<file path="src/rtl/scan_pkg.sv">
// Shared constants and types for the channel scanner.
//   NCH    - number of channels behind the downstream mux
//   SEL_W  - width of the channel select
//   CNT_W  - width of the dwell counter (covers DWELL up to 255)
//   scan_state_e - scanner FSM states
package scan_pkg;

  localparam int unsigned NCH   = 8;
  localparam int unsigned SEL_W = 3;
  localparam int unsigned CNT_W = 8;

  typedef enum logic [1:0] {
    Idle,
    Settle,
    Output
  } scan_state_e;

endpackage

</file>
<file path="src/rtl/scan_dwell_counter.sv">
// Dwell counter for the channel scanner.
// Ports:
//   clk, rst_n - clock, synchronous active-low reset
//   clear      - force the count back to zero (wins over enable)
//   enable     - advance the count by one
//   tc         - count has reached DWELL-1
module scan_dwell_counter
  import scan_pkg::*;
#(
  parameter int unsigned DWELL = 4
) (
  input  logic clk,
  input  logic rst_n,
  input  logic clear,
  input  logic enable,
  output logic tc
);

  localparam logic [CNT_W-1:0] TcVal = CNT_W'(DWELL - 1);

  logic [CNT_W-1:0] count_q;

  always_ff @(posedge clk) begin
    if (!rst_n) begin
      count_q <= '0;
    end else if (clear) begin
      count_q <= '0;
    end else if (enable) begin
      count_q <= count_q + CNT_W'(1);
    end
  end

  assign tc = (count_q == TcVal);

endmodule

</file>
<file path="src/rtl/channel_scanner.sv">
// Sequences an external 8:1 mux through channels 0..7, waits DWELL cycles for
// each input to settle, captures the word and offers it on a valid/ready port.
// Ports:
//   clk, rst_n          - clock, synchronous active-low reset
//   start, continuous   - begin a scan (continuous = wrap 7->0), sampled in Idle
//   stop                - finish after the current channel's handshake
//   mux_data            - word returned by the mux for the current sel
//   sel                 - channel select to the mux
//   sample, sample_ch   - captured word and its channel
//   sample_valid        - sample is held until sample_ready
//   sample_ready        - consumer accept
//   busy, done          - not idle / one-cycle pulse on return to Idle
module channel_scanner
  import scan_pkg::*;
#(
  parameter int unsigned NBIT  = 8,
  parameter int unsigned DWELL = 4
) (
  input  logic             clk,
  input  logic             rst_n,
  input  logic             start,
  input  logic             continuous,
  input  logic             stop,
  input  logic [NBIT-1:0]  mux_data,
  output logic [SEL_W-1:0] sel,
  output logic [NBIT-1:0]  sample,
  output logic [SEL_W-1:0] sample_ch,
  output logic             sample_valid,
  input  logic             sample_ready,
  output logic             busy,
  output logic             done
);

  localparam logic [SEL_W-1:0] LastCh = SEL_W'(NCH - 1);

  scan_state_e      state_q, state_d;
  logic [SEL_W-1:0] chan_q, chan_d;
  logic             cont_q, cont_d;
  logic             stop_pend_q, stop_pend_d;
  logic [NBIT-1:0]  sample_q, sample_d;
  logic [SEL_W-1:0] sample_ch_q, sample_ch_d;
  logic             done_q, done_d;
  logic             dwell_clear, dwell_en, dwell_tc;

  scan_dwell_counter #(
    .DWELL(DWELL)
  ) u_dwell (
    .clk   (clk),
    .rst_n (rst_n),
    .clear (dwell_clear),
    .enable(dwell_en),
    .tc    (dwell_tc)
  );

  always_comb begin
    state_d     = state_q;
    chan_d      = chan_q;
    cont_d      = cont_q;
    stop_pend_d = stop_pend_q;
    sample_d    = sample_q;
    sample_ch_d = sample_ch_q;
    done_d      = 1'b0;
    dwell_clear = 1'b1;
    dwell_en    = 1'b0;

    unique case (state_q)
      Idle: begin
        // stop alongside start vetoes the scan
        if (start && !stop) begin
          state_d     = Settle;
          chan_d      = '0;
          cont_d      = continuous;
          stop_pend_d = 1'b0;
        end
      end
      Settle: begin
        dwell_clear = 1'b0;
        dwell_en    = 1'b1;
        if (stop) stop_pend_d = 1'b1;
        if (dwell_tc) begin
          sample_d    = mux_data;
          sample_ch_d = chan_q;
          state_d     = Output;
        end
      end
      Output: begin
        if (stop) stop_pend_d = 1'b1;
        if (sample_ready) begin
          if (!(stop_pend_q || stop) && (chan_q != LastCh || cont_q)) begin
            // channel 7 wraps to 0 naturally in continuous mode
            chan_d  = chan_q + SEL_W'(1);
            state_d = Settle;
          end else begin
            state_d     = Idle;
            chan_d      = '0;
            cont_d      = 1'b0;
            stop_pend_d = 1'b0;
            done_d      = 1'b1;
          end
        end
      end
      default: state_d = Idle;
    endcase
  end

  always_ff @(posedge clk) begin
    if (!rst_n) begin
      state_q     <= Idle;
      chan_q      <= '0;
      cont_q      <= 1'b0;
      stop_pend_q <= 1'b0;
      sample_q    <= '0;
      sample_ch_q <= '0;
      done_q      <= 1'b0;
    end else begin
      state_q     <= state_d;
      chan_q      <= chan_d;
      cont_q      <= cont_d;
      stop_pend_q <= stop_pend_d;
      sample_q    <= sample_d;
      sample_ch_q <= sample_ch_d;
      done_q      <= done_d;
    end
  end

  assign sel          = chan_q;
  assign sample       = sample_q;
  assign sample_ch    = sample_ch_q;
  assign sample_valid = (state_q == Output);
  assign busy         = (state_q != Idle);
  assign done         = done_q;

endmodule
</file>
<file path="config.mk">
export PLATFORM = sky130hd
export DESIGN_NAME = channel_scanner
export DESIGN_NICKNAME = d
export VERILOG_FILES = /design/src/rtl/scan_pkg.sv /design/src/rtl/scan_dwell_counter.sv /design/src/rtl/channel_scanner.sv
export SDC_FILE = /design/constraint.sdc
export NUM_CORES = 1
export LEC_CHECK = 0
export CAP_MARGIN = 20
export CELL_PAD_IN_SITES_DETAIL_PLACEMENT = 0
export CELL_PAD_IN_SITES_GLOBAL_PLACEMENT = 1
export CORE_MARGIN = 2
export CORE_UTILIZATION = 36
export CTS_CLUSTER_SIZE = 24
export DETAILED_ROUTE_END_ITERATION = 8
export HOLD_SLACK_MARGIN = 0.1
export MAX_ROUTING_LAYER = met4
export PLACE_DENSITY_LB_ADDON = 0.1
export SYNTH_ARGS = -nofsm -noshare
export SYNTH_HDL_FRONTEND = slang
export SYNTH_SLANG_ARGS = --single-unit
</file>
<file path="constraint.sdc">
create_clock -name clk -period 2.5 [get_ports clk]
set_clock_uncertainty 0.2 [all_clocks]
set_input_delay 0.25 -clock clk [delete_from_list [all_inputs] [get_ports clk]]
set_output_delay 0.25 -clock clk [all_outputs]
set_load 0.005 [all_outputs]
</file>
### Word-level counts from Yosys, hierarchy flattened

Index checks and enable logic that the tools add are counted.

* logic and storage cells: 55
* output and inout port bits: 17
* bits in registers: 27

* add/sub/neg operators: 2
* mux-type cells: 20
* reduce and logical (&&, ||, !) cells: 17
* eq/ne operators: 8

Operators with widths (number)
* $mux W1: 10
* $mux W3: 3
* $reduce_and A3 Y1: 3
* $add A8 B1 Y8 const B: 1
* $eq A8 B2 Y1 const B: 1
* $mux W2: 3
* $ne A2 B2 Y1 const B: 3
* $pmux W2 S3: 1
* $pmux W3 S2: 1
* $reduce_and A2 Y1: 3
* $reduce_and A4 Y1: 1
* $reduce_bool A2 Y1: 2
* $add A3 B1 Y3 const B: 1
* $ne A3 B3 Y1 const B: 1
* $pmux W1 S3: 1
* $reduce_bool A3 Y1: 1
* $eq A2 B1 Y1 const B: 1
* $eq A2 B2 Y1 const B: 1
* $logic_and A1 B1 Y1: 2
* $logic_not A1 Y1: 2
* $logic_not A2 Y1: 1
* $logic_or A1 B1 Y1: 2
* $ne A2 B1 Y1 const B: 1
* $pmux W1 S2: 1

### Longest topological paths before layout

Gate-level depths: netlist (run 1).

* word-level depth: 6
* depth in mapped cells: 6
* gate-level depth less buffers: 6

### Modules after synthesis

From an unflattened synthesis (run 1), not the netlist that was laid out.

* cell total of the unflattened synthesis: 142
* area total of the unflattened synthesis: 1244.9 um^2

Modules (own cells, without submodules)
* channel_scanner: cells an instance 102, sequential area each 380.4 um^2, area each 874.6 um^2, times used 1
* scan_dwell_counter: cells an instance 40, sequential area each 160.2 um^2, area each 370.4 um^2, times used 1

### Worst setup path after synthesis (run 1)

Ideal clock, no wire load.

* path kind: register to register
* start: register u_dwell.count_q[0]
* end: register state_q[0]
* stages on the path, launching flop included: 6
* required time: 2228 ps
* data arrival time: 1737 ps
* slack: 491 ps
* cells stage by stage: dfxtp_1 > ha_1 > or4b_1 > or4_1 > a21oi_1 > mux2i_1

* cells in the longest elaborated chain, start to end: 3

RTL lines
* from (decl): RTL line scan_dwell_counter.sv:21 `logic [CNT_W-1:0] count_q;`
* from (signal assigned): RTL line scan_dwell_counter.sv:29 `count_q <= count_q + CNT_W'(1);`
* $eq A8 B2 Y1: RTL line scan_dwell_counter.sv:33 `assign tc = (count_q == TcVal);`
* $ne A2 B2 Y1 (no source line)
* $reduce_and A3 Y1 (no source line)
* to (signal assigned): RTL line channel_scanner.sv:108 `state_q <= Idle;`
* to (signal assigned): RTL line channel_scanner.sv:116 `state_q <= state_d;`
* to (decl): RTL line channel_scanner.sv:36 `scan_state_e state_q, state_d;`

Every way passes these cells.
A chain may end at the register's enable or synchronous reset.

### Final worst setup path (run 1)

* start: register u_dwell.count_q[0]
* end: register sample_q[3], in the netlist sample[3]

* cells in the longest elaborated chain, start to end: 2

RTL lines
* $eq A8 B2 Y1: RTL line scan_dwell_counter.sv:33
* $reduce_and A2 Y1 (no source line)
* to (signal assigned): RTL line channel_scanner.sv:120 `sample_q <= sample_d;`
* to (decl): RTL line channel_scanner.sv:40 `logic [NBIT-1:0] sample_q, sample_d;`

Every way passes these cells.

==> reports/metrics.yaml, run 1 <==
clockPowerShare_pct: 22.3
synth.top_cell.area_share_pct: 44.4
ys_types: 32
worstSkewPairLatency_ns: 0.31
yosysSeqAreaShare_pct: 44.4
grt_pass1_vias: 922
swShare_pct: 27.4
cts_tree: "built"
combPwrFrac_pct: 20.9
tightest_slew_ns: 0.516
overflow: 0
n_fill_cell: 322
max_stage_delay_ns: 0.58
stdcell_area_um2: 1590
power_per_cell_area_nw_per_um2: 510
h-tree-depth: 1
drc_errors: 0
drt_iter0_drc: 19
setup_violations: 0
synth_top_family_by_area: "simple AND/OR/NAND/NOR gates"
synth_seq_cells: 27
synthSimpleGateAreaFrac_pct: 23.5
fp.dieArea_um2: 3860
slew_viol_final: 0
rows: 21
cts_setup_buffers: 0
drive_above_1_share_pct: 3.82
cts.sink_count: 27
via_per_inst: 4.70
startpoint_type: "register"
period_needed_ns: 2.23
ctsHoldBuffers: 0
boundaryPins: 31
ys_top_cells_by_area: "dfxtp_1 (44%), mux2i_1 (9.9%), ha_1 (7.2%)"
cts_made_buffers: 3
fin_ws_ns: 0.273
antenna_found_initial: 0
crit_required_ns: 2.52
r2r_setup_slack_ns: 0.27
cp_max_fo: 11
yosysWarnings: 0
synth_most_common_cell: "dfxtp_1"
path_delay_family: "simple AND/OR/NAND/NOR gates"
fin_util_pct: 48.4
endpoint_kind: "register"
grt_first_pass_wirelength_um: 4070
die_h_um: 62.1
internal_power_w: 0.000589
path_clk_slew_ns: 0.13
fin_crit_sh_pct: 89.1
crit_slowest_cell: "and4bb_2"
yosys_most_used_dff: "dfxtp_1"
max_slew_margin_pct: 65.4
via_count: 955
ir_worst_vdd_v: 0.000302
outcome: "finished clean"
cp.arrival_ns: 2.25
synth_compound_area_share_pct: 8.23
syn-instance-count: 125
die_width_um: 62.1
core_um2: 3280
worstPathBufferInverterCount: 0
synth_xor_area_share_pct: 4.32
netlist_area_um2: 1220
wl_per_cell_um: 11.4
rsz0062_at_grt: "no"
dp_hpwl_um: 1760
antenna_cells: 0
grt_max_degree: 15
yosys.area.top_type: "dfxtp_1"
mappedNetlistNets: 146
preCtsSetupSlack_ns: 0.267
finalHoldViolCount: 0
grt_use_total_pct: 13.3
finalNetCount: 179
root_buffer: "clkbuf_4"
hold_path_class: "reg2reg"
synth_mux_area_share_pct: 9.88
async_flop_share_pct: 0
leakage_nw: 0.571
worstPathCellList: "ha_1 -> or4b_1 -> and4bb_2 -> mux2i_1 -> nor2b_1"
place_area_um2: 1560
ant_nets: 0
place_congestion: 0.759
p_seq_share_pct: 56.9
max_freq_mhz: 449
max_cap_violations: 0
initial_core_util_pct: 37.0
io_buffers: 30
p_sw_w: 0.000222
synth_area_per_cell_um2: 9.73
cts_buffer_depth: 2
critPathKind: "reg2reg"
netlist_top_cells_count: "dfxtp_1 (27), nor2b_1 (13), mux2i_1 (12)"
synth_edf_count: 0
fin_setup_tns_ns: 0
first_pass_iters: 4
wirelength_um: 2310
whs_ns: 0.283
cts.repair.resized: 0
syn2layout_area_growth_pct: 30.7
synth_fa_ha_area_share_pct: 7.20
area by class of cell:
| class | instances | area (µm²) | share of cell area [%] |
|---|---|---|---|
| well taps | 46 | 57.6 | 3.62 |
| flip-flops and latches | 27 | 541 | 34.0 |
| repair buffers | 31 | 308 | 19.4 |
| clock buffers | 4 | 26.3 | 1.65 |
| inverters | 3 | 11.3 | 0.709 |
| multi-input cells | 92 | 646 | 40.6 |
metal layers:
metal	track usage [%]	share of wire, %	vias to the layer above
li1	-	-	493
met1	17.6	51	443
met2	20.1	45	17
met3	2.36	2.9	2
met4	5.83	0.82	0
met5	-	0	-
registers in the layout, indices dropped and copies added, names as in the netlist:
signal and flops:
sample 8, u_dwell.count_q 8, sample_ch 3, sel 3, state_q 2, cont_q 1, done 1, stop_pend_q 1
placed cells by master, fill, tap and decap left out:
| cell | count |
|---|---|
| xnor2_1 | 4 |
| nand4_1 | 1 |
| or4b_1 | 1 |
| ha_1 | 7 |
| nand2_1 | 11 |
| nand3_1 | 4 |
| nand3b_1 | 1 |
| a21oi_1 | 3 |
| o221a_2 | 1 |
| mux2i_1 | 12 |
| inv_1 | 3 |
| a21o_1 | 1 |
| nand4b_1 | 1 |
| and2_1 | 1 |
| or4_1 | 1 |
| clkdlybuf4s50_1 | 30 |
| a211o_1 | 1 |
| clkbuf_1 | 1 |
| dfxtp_1 | 27 |
| and3_1 | 3 |
| a21boi_0 | 3 |
| a211oi_1 | 1 |
| nor2_1 | 11 |
| nor4_1 | 1 |
| nor2b_1 | 13 |
| buf_4 | 1 |
| o211ai_1 | 1 |
| xor2_1 | 2 |
| nand2b_1 | 2 |
| o211a_1 | 1 |
| o21ai_0 | 2 |
| clkbuf_4 | 3 |
| nor3_1 | 1 |
| and4bb_2 | 1 |
per-stage QoR:
step | power (W) | instances
2_1_floorplan | 0.000575 | 125
3_3_place_gp | 0.000637 | 199
3_5_place_dp | 0.000640 | 199
4_1_cts | 0.000828 | 203
5_1_grt | 0.000871 | 203
6_report | 0.000811 | 203
worst reg2reg max path, delay by kind of cell (launching register included):
family                   cells  cell delay, ns
multiplexers                 1            0.25
adder cells (fa/ha/maj)      1            0.21
flip-flops                   1            0.39
AND/OR/NAND/NOR              3            1.09
worst paths after layout:
check,depth (start not counted),end,from
worst max-delay path,5,sample[3]$_SDFFE_PN0P_,u_dwell.count_q[0]$_SDFFE_PN0P_
worst min-delay path,1,u_dwell.count_q[0]$_SDFFE_PN0P_,u_dwell.count_q[0]$_SDFFE_PN0P_
worst max register to register,5,sample[3]$_SDFFE_PN0P_,u_dwell.count_q[0]$_SDFFE_PN0P_
worst min register to register,1,u_dwell.count_q[0]$_SDFFE_PN0P_,u_dwell.count_q[0]$_SDFFE_PN0P_
cell families after synthesis:
family,after synthesis
XOR/XNOR,6
flip-flops,27
buffers and inverters,6
AO/OA/AOI/OAI,14
AND/OR/NAND/NOR,53
adder cells (fa/ha/maj),7
multiplexers,12
power by group through the flow:
stage | sequential (W) | clock, W | combinational (W)
after detailed placement | 0.000471 | 0 | 0.000169
after global placement | 0.000469 | 0 | 0.000168
final | 0.000461 | 0.000180 | 0.000169
after CTS | 0.000461 | 0.000197 | 0.000170
after global routing | 0.000465 | 0.000216 | 0.000190
after floorplan | 0.000467 | 0 | 0.000108
No activity file was read; power rests on OpenSTA's default activity.
==> run 2: changes to the inputs <==
==> constraint.sdc (replaced) <==
create_clock -name clk -period 2.5 [get_ports clk]
set_clock_uncertainty 0.2 [all_clocks]
set_input_delay 0.25 -clock clk [delete_from_list [all_inputs] [get_ports clk]]
set_output_delay 0.25 -clock clk [all_outputs]
set_load 0.01 [all_outputs]
==> results of run 2 <==
The final DEF is identical to that of run 1. Status: finished clean.
Main changes from that run: total power 0.000811 W -> 0.000813 W
